$ cat src/rtl/mem_access_stage.sv
// Memory stage: drives a multi-cycle req/ack data-memory access and aligns load data.
// Optional MEM_ALIGN_CHECK_EN turns misaligned half/word accesses into a flagged no-op.
module mem_access_stage #(
  parameter int STALL_CNT_W = 16
) (
  input  logic                   clk,
  input  logic                   rst,
  input  logic                   ex_mem_valid,
  input  logic                   ex_mem_MemRead,
  input  logic                   ex_mem_MemWrite,
  input  logic                   ex_mem_RegWrite,
  input  logic                   ex_mem_MemtoReg,
  input  logic [1:0]             ex_mem_size,
  input  logic                   ex_mem_unsigned,
  input  logic [31:0]            ex_mem_alu_result,
  input  logic [31:0]            ex_mem_writedata,
  input  logic [4:0]             ex_mem_rd,
  output logic                   dmem_req,
  output logic                   dmem_we,
  output logic [31:0]            dmem_addr,
  output logic [31:0]            dmem_wdata,
  output logic [3:0]             dmem_be,
  input  logic                   dmem_ack,
  input  logic [31:0]            dmem_rdata,
  output logic [31:0]            readdata,
  output logic [31:0]            alu_result,
  output logic [4:0]             mem_rd,
  output logic                   mem_RegWrite,
  output logic                   mem_MemtoReg,
  output logic                   mem_stall,
  output logic [STALL_CNT_W-1:0] stall_cycles,
  output logic                   misalign_err
);

  typedef enum logic [1:0] {
    IDLE,
    ACCESS,
    DONE
  } state_t;

  state_t state, state_nx;

  logic [31:0] addr;
  logic        mem_op;
  logic        is_byte;
  logic        is_half;
  logic        misaligned;
  logic        mis_q;
  logic        start;
  logic [31:0] st_wdata;
  logic [3:0]  st_be;
  logic [7:0]  ld_b;
  logic [15:0] ld_h;
  logic [31:0] ld_data;
  logic [31:0] cap_data;

  assign addr    = ex_mem_alu_result;
  assign is_byte = ex_mem_size == 2'b00;
  assign is_half = ex_mem_size == 2'b01;
  assign mem_op  = ex_mem_valid &
                   (ex_mem_MemRead | ex_mem_MemWrite);
  assign start   = (state == IDLE) & mem_op;

`ifdef MEM_ALIGN_CHECK_EN
  assign misaligned = (is_half & addr[0]) |
                      (~is_byte & ~is_half &
                       (addr[1:0] != 2'b00));
  assign misalign_err = (state == DONE) & mis_q;
`else
  assign misaligned   = 1'b0;
  assign misalign_err = 1'b0;
`endif

  assign alu_result   = ex_mem_alu_result;
  assign mem_rd       = ex_mem_rd;
  assign mem_MemtoReg = ex_mem_MemtoReg;

  always_comb begin
    st_wdata = ex_mem_writedata;
    st_be    = 4'b1111;
    unique case (1'b1)
      is_byte: begin
        st_wdata = {4{ex_mem_writedata[7:0]}};
        st_be    = 4'b0001 << addr[1:0];
      end
      is_half: begin
        st_wdata = {2{ex_mem_writedata[15:0]}};
        st_be    = addr[1] ? 4'b1100 : 4'b0011;
      end
      default: ;
    endcase
  end

  // EX/MEM is frozen while stalled, so its size/offset are still valid at ack
  always_comb begin
    ld_b    = 8'(dmem_rdata >> {addr[1:0], 3'b000});
    ld_h    = 16'(dmem_rdata >> {addr[1], 4'b0000});
    ld_data = dmem_rdata;
    unique case (1'b1)
      is_byte: ld_data = {{24{~ex_mem_unsigned & ld_b[7]}}, ld_b};
      is_half: ld_data = {{16{~ex_mem_unsigned & ld_h[15]}}, ld_h};
      default: ;
    endcase
  end

  always_ff @(posedge clk) begin
    if (rst) state <= IDLE;
    else     state <= state_nx;
  end

  always_comb begin
    state_nx     = state;
    mem_stall    = 1'b0;
    mem_RegWrite = ex_mem_valid & ex_mem_RegWrite;
    readdata     = '0;
    unique case (state)
      IDLE: begin
        if (mem_op) begin
          mem_stall    = 1'b1;
          mem_RegWrite = 1'b0;
          state_nx     = misaligned ? DONE : ACCESS;
        end
      end
      ACCESS: begin
        mem_stall    = 1'b1;
        mem_RegWrite = 1'b0;
        if (dmem_ack) state_nx = DONE;
      end
      DONE: begin
        state_nx = IDLE;
        if (mis_q)               mem_RegWrite = 1'b0;
        else if (ex_mem_MemRead) readdata     = cap_data;
      end
      default: state_nx = IDLE;
    endcase
  end

  always_ff @(posedge clk) begin
    if (rst) begin
      dmem_req     <= 1'b0;
      dmem_we      <= 1'b0;
      dmem_be      <= '0;
      dmem_addr    <= '0;
      dmem_wdata   <= '0;
      cap_data     <= '0;
      mis_q        <= 1'b0;
      stall_cycles <= '0;
    end else begin
      if (start) begin
        mis_q <= misaligned;
        if (!misaligned) begin
          dmem_req   <= 1'b1;
          dmem_we    <= ex_mem_MemWrite;
          dmem_addr  <= {addr[31:2], 2'b00};
          dmem_wdata <= st_wdata;
          dmem_be    <= ex_mem_MemWrite ? st_be : 4'b1111;
        end
      end
      if (state == ACCESS && dmem_ack) begin
        dmem_req <= 1'b0;
        cap_data <= ld_data;
      end
      if (mem_stall && !(&stall_cycles))
        stall_cycles <= stall_cycles + STALL_CNT_W'(1);
    end
  end

endmodule
$ cat config.mk
export PLATFORM = sky130hd
export DESIGN_NAME = mem_access_stage
export DESIGN_NICKNAME = d
export VERILOG_FILES = /design/src/rtl/mem_access_stage.sv
export SDC_FILE = /design/constraint.sdc
export NUM_CORES = 1
export LEC_CHECK = 0
export CORE_MARGIN = 2
export CORE_UTILIZATION = 40
export DETAILED_ROUTE_END_ITERATION = 8
export HOLD_SLACK_MARGIN = 0.05
export PLACE_DENSITY_LB_ADDON = 0.15
export SYNTH_ARGS = -nofsm -noshare
export SYNTH_HDL_FRONTEND = slang
export SYNTH_SLANG_ARGS = --single-unit
$ cat constraint.sdc
create_clock -name clk -period 2.2 [get_ports clk]
set_clock_uncertainty 0.1 [all_clocks]
set_input_delay 0.33 -clock clk [delete_from_list [all_inputs] [get_ports clk]]
set_output_delay 0.33 -clock clk [all_outputs]
set_load 0.02 [all_outputs]
==> impl_metrics.tcl <==
set metrics [dict create \
    criticalPathCategory "flip-flop to primary output" \
    final.setup.tns_ps 0 \
    slowest_delay_ps 400 \
    r2r-end "stall_cycles[6]$_SDFFE_PP0P_" \
    synth-edff-count 0 \
    slew_viol_final 0 \
    finalCriticalPeriod_ps 2100 \
    crit_path_cell_trace "inv_2 > and3_4 > buf_12 > and2_1 > clkdlybuf4s15_2" \
    syn_to_final_growth_pct 56.7 \
    design_area_mm2 0.00883 \
    hold_path.class "primary input to flip-flop" \
    drtIter0Drc 459 \
    core_area_mm2 0.0138 \
    r2r_cells 6 \
    max_freq_mhz 475 \
    period_share_pct 95.7 \
    n_fill_cell 1208 \
    critPathArrivalTime_ps 1670 \
    clk_path_buf_depth 2 \
    ys_seq_elements 118 \
    final_cell_mix "217 x clkdlybuf4s50_1, 133 x nand2_1, 117 x dfxtp_1" \
    rsz0062_at_grt "false" \
    grt.total_usage_pct 24.7 \
    grt_pass1_vias 5745 \
    via_per_inst 5.26 \
    crit_path_start "state[0]$_SDFFE_PP0P_" \
    initial_utilization_pct 40.7 \
    numClockSinks 118 \
    power_mw 6.37 \
    dr.pass1.iters 6 \
    synth.distinct_cells 52 \
    path_depth 5 \
    antenna_found_initial 0 \
    outcome "finished, final reports clean" \
    path_max_fanout 32 \
    clkTransAtPathRegs_ps 50 \
    ioPinCount 271 \
    rows 43 \
    p_leak_nw 3.36 \
    h-tree-depth 4 \
    tritoncts "built" \
    layout.cells.non_filler 1122 \
    nets 1042 \
    grt_max_degree 56 \
    endpoint_kind "primary output" \
    ys_warn_count 0 \
    die_w_um 123 \
    dpl_cell_area_mm2 0.00834 \
    holdWs_ps 213 \
    tightestPinTransition_ps 745 \
    drc 0 \
    peakVddDrop_v 0.000545 \
    syn_avg_cell_area_um2 8.04 \
    hpwl_um 13800 \
    dp.cells 1089 \
    maxCapViolations 0 \
    clk_root_buffer_cell "clkbuf_16" \
    syn_area_mm2 0.00563 \
    io_buffers 255 \
    cts_made_buffers 17 \
    wl_per_cell_um 16.6 \
    vias 5907 \
    syn_inst 701 \
    synth_flop_cell "dfxtp_1" \
    diodes 0 \
    cp.buffers_inverters 3 \
    mostFrequentLayoutCell "clkdlybuf4s50_1" \
    setup_ws_ps 95.5 \
    place.gp.congestion 0.917 \
    final_util_pct 63.9 \
    yosysSeqAreaShare_pct 41.9 \
    max_slew_margin_pct 50.0 \
    grt_first_pass_wirelength_um 29000 \
    drive_gt1_share_pct 13.8 \
    crit_family "buffers and inverters" \
    worstPathRequired_ps 1770 \
    setup_viol 0 \
    die_y_um 123 \
    crit_path_end "readdata[0]" \
    r2r_start "stall_cycles[0]$_SDFFE_PP0P_" \
    finalHoldViolCount 0 \
    start_kind "flip-flop" \
    rrSetupSlack_ps 170 \
    power_density_mw_per_mm2 721 \
    grt_overflow 0 \
    post-place-ws_ps -364 \
    die_area_mm2 0.0151 \
    clk_latency_ps 410 \
    cp_slowest_cell "dfxtp_1" \
    async_flop_share_pct 0 \
    wl_um 18600 \
    ant_nets 0 \
]
==> power breakdown <==
group          leakage, nW  internal [mW]  switching, mW  total [mW]
Clock                0.301           1.86          0.969        2.83
Combinational         2.09          0.593          0.606        1.20
Sequential           0.965           2.27         0.0689        2.34
==> worst register-to-register path, delay by kind of cell (launching register included) <==
family                   cells  cell delay (ps)
AND/OR/NAND/NOR              1              450
AO/OA/AOI/OAI                2              550
adder cells (fa/ha/maj)      1              230
flip-flops                   1              370
buffers and inverters        2              270
==> how the worst min path moves through the flow <==
stage                                      from                          end  slack (ps)  cells past startpoint
finish                           ex_mem_size[1]    cap_data[16]$_SDFFE_PP0P_         210                      3
CTS                              ex_mem_size[1]    cap_data[16]$_SDFFE_PP0P_         190                      3
global placement     dmem_addr[20]$_SDFFE_PP0P_   dmem_addr[20]$_SDFFE_PP0P_         340                      2
floorplan                       ex_mem_MemWrite      dmem_be[0]$_SDFFE_PP0P_         330                      1
detailed placement  dmem_wdata[26]$_SDFFE_PP0P_  dmem_wdata[26]$_SDFFE_PP0P_         350                      2
global route                     ex_mem_size[1]    cap_data[16]$_SDFFE_PP0P_         240                      3
==> sequential cells by signal, summed over array words and instances (netlist names) <==
signal,cells
stall_cycles,16
dmem_wdata,32
dmem_addr,30
dmem_be,4
dmem_we,1
state,2
dmem_req,1
cap_data,32
==> what timing repair did <==
item,CTS,global route
setup buffers,1,0
setup endpoints to repair,35,37
pin swaps,1,0
gates cloned,0,0
resized for setup,71,36
hold buffers,0,0
==> cells in the mapped netlist (5+ instances only) <==
cell	number	area share (%)
a311oi_1	9	1.4
nand3_1	7	0.62
o21ai_0	21	1.9
a22o_1	5	0.78
buf_2	5	0.44
and2_1	32	3.6
buf_4	41	5.5
mux2i_1	17	3.0
dfxtp_1	118	42
nor2b_1	5	0.56
or4_1	9	1.2
o31ai_1	10	1.3
nor3_1	7	0.62
nor2_1	58	3.9
clkbuf_1	40	2.7
a21oi_1	67	6.0
nand2_1	133	8.9
a211oi_1	41	5.5
buf_1	6	0.40
a22oi_1	5	0.67
inv_1	8	0.53
mux2_2	9	1.8
a222oi_1	7	1.2
==> cells by family (layout without fill, tap and decap cells) <==
logic type      Yosys count  after routing  synth area share, %
compound gates          180            180                 20.9
fa+ha+maj                 1              1                0.222
buf+inv                 101            340                 9.57
flops                   118            118                 41.9
mux                      27             27                 5.22
other cells               1              3               0.0666
simple gates            273            273                 22.1
==> layer usage <==
layer | vias up | wire length [µm] | GRT usage (%)
met2 | 215 | 9190 | 41.4
met1 | 2779 | 7760 | 30.5
li1 | 2883 | - | -
met5 | - | 0 | 0
met4 | 0 | 354 | 9.20
met3 | 30 | 1280 | 6.27
==> cell type report <==
type	instances	area (µm²)	share of cell area [%]
timing repair buffer	299	2850	32.3
clock buffer	23	478	5.41
sequential	118	2360	26.8
tap	180	225	2.55
inverter	9	33.8	0.383
clock inverter	9	124	1.40
multi-input combinational	484	2760	31.2
Power figures use the tool's default switching activity.
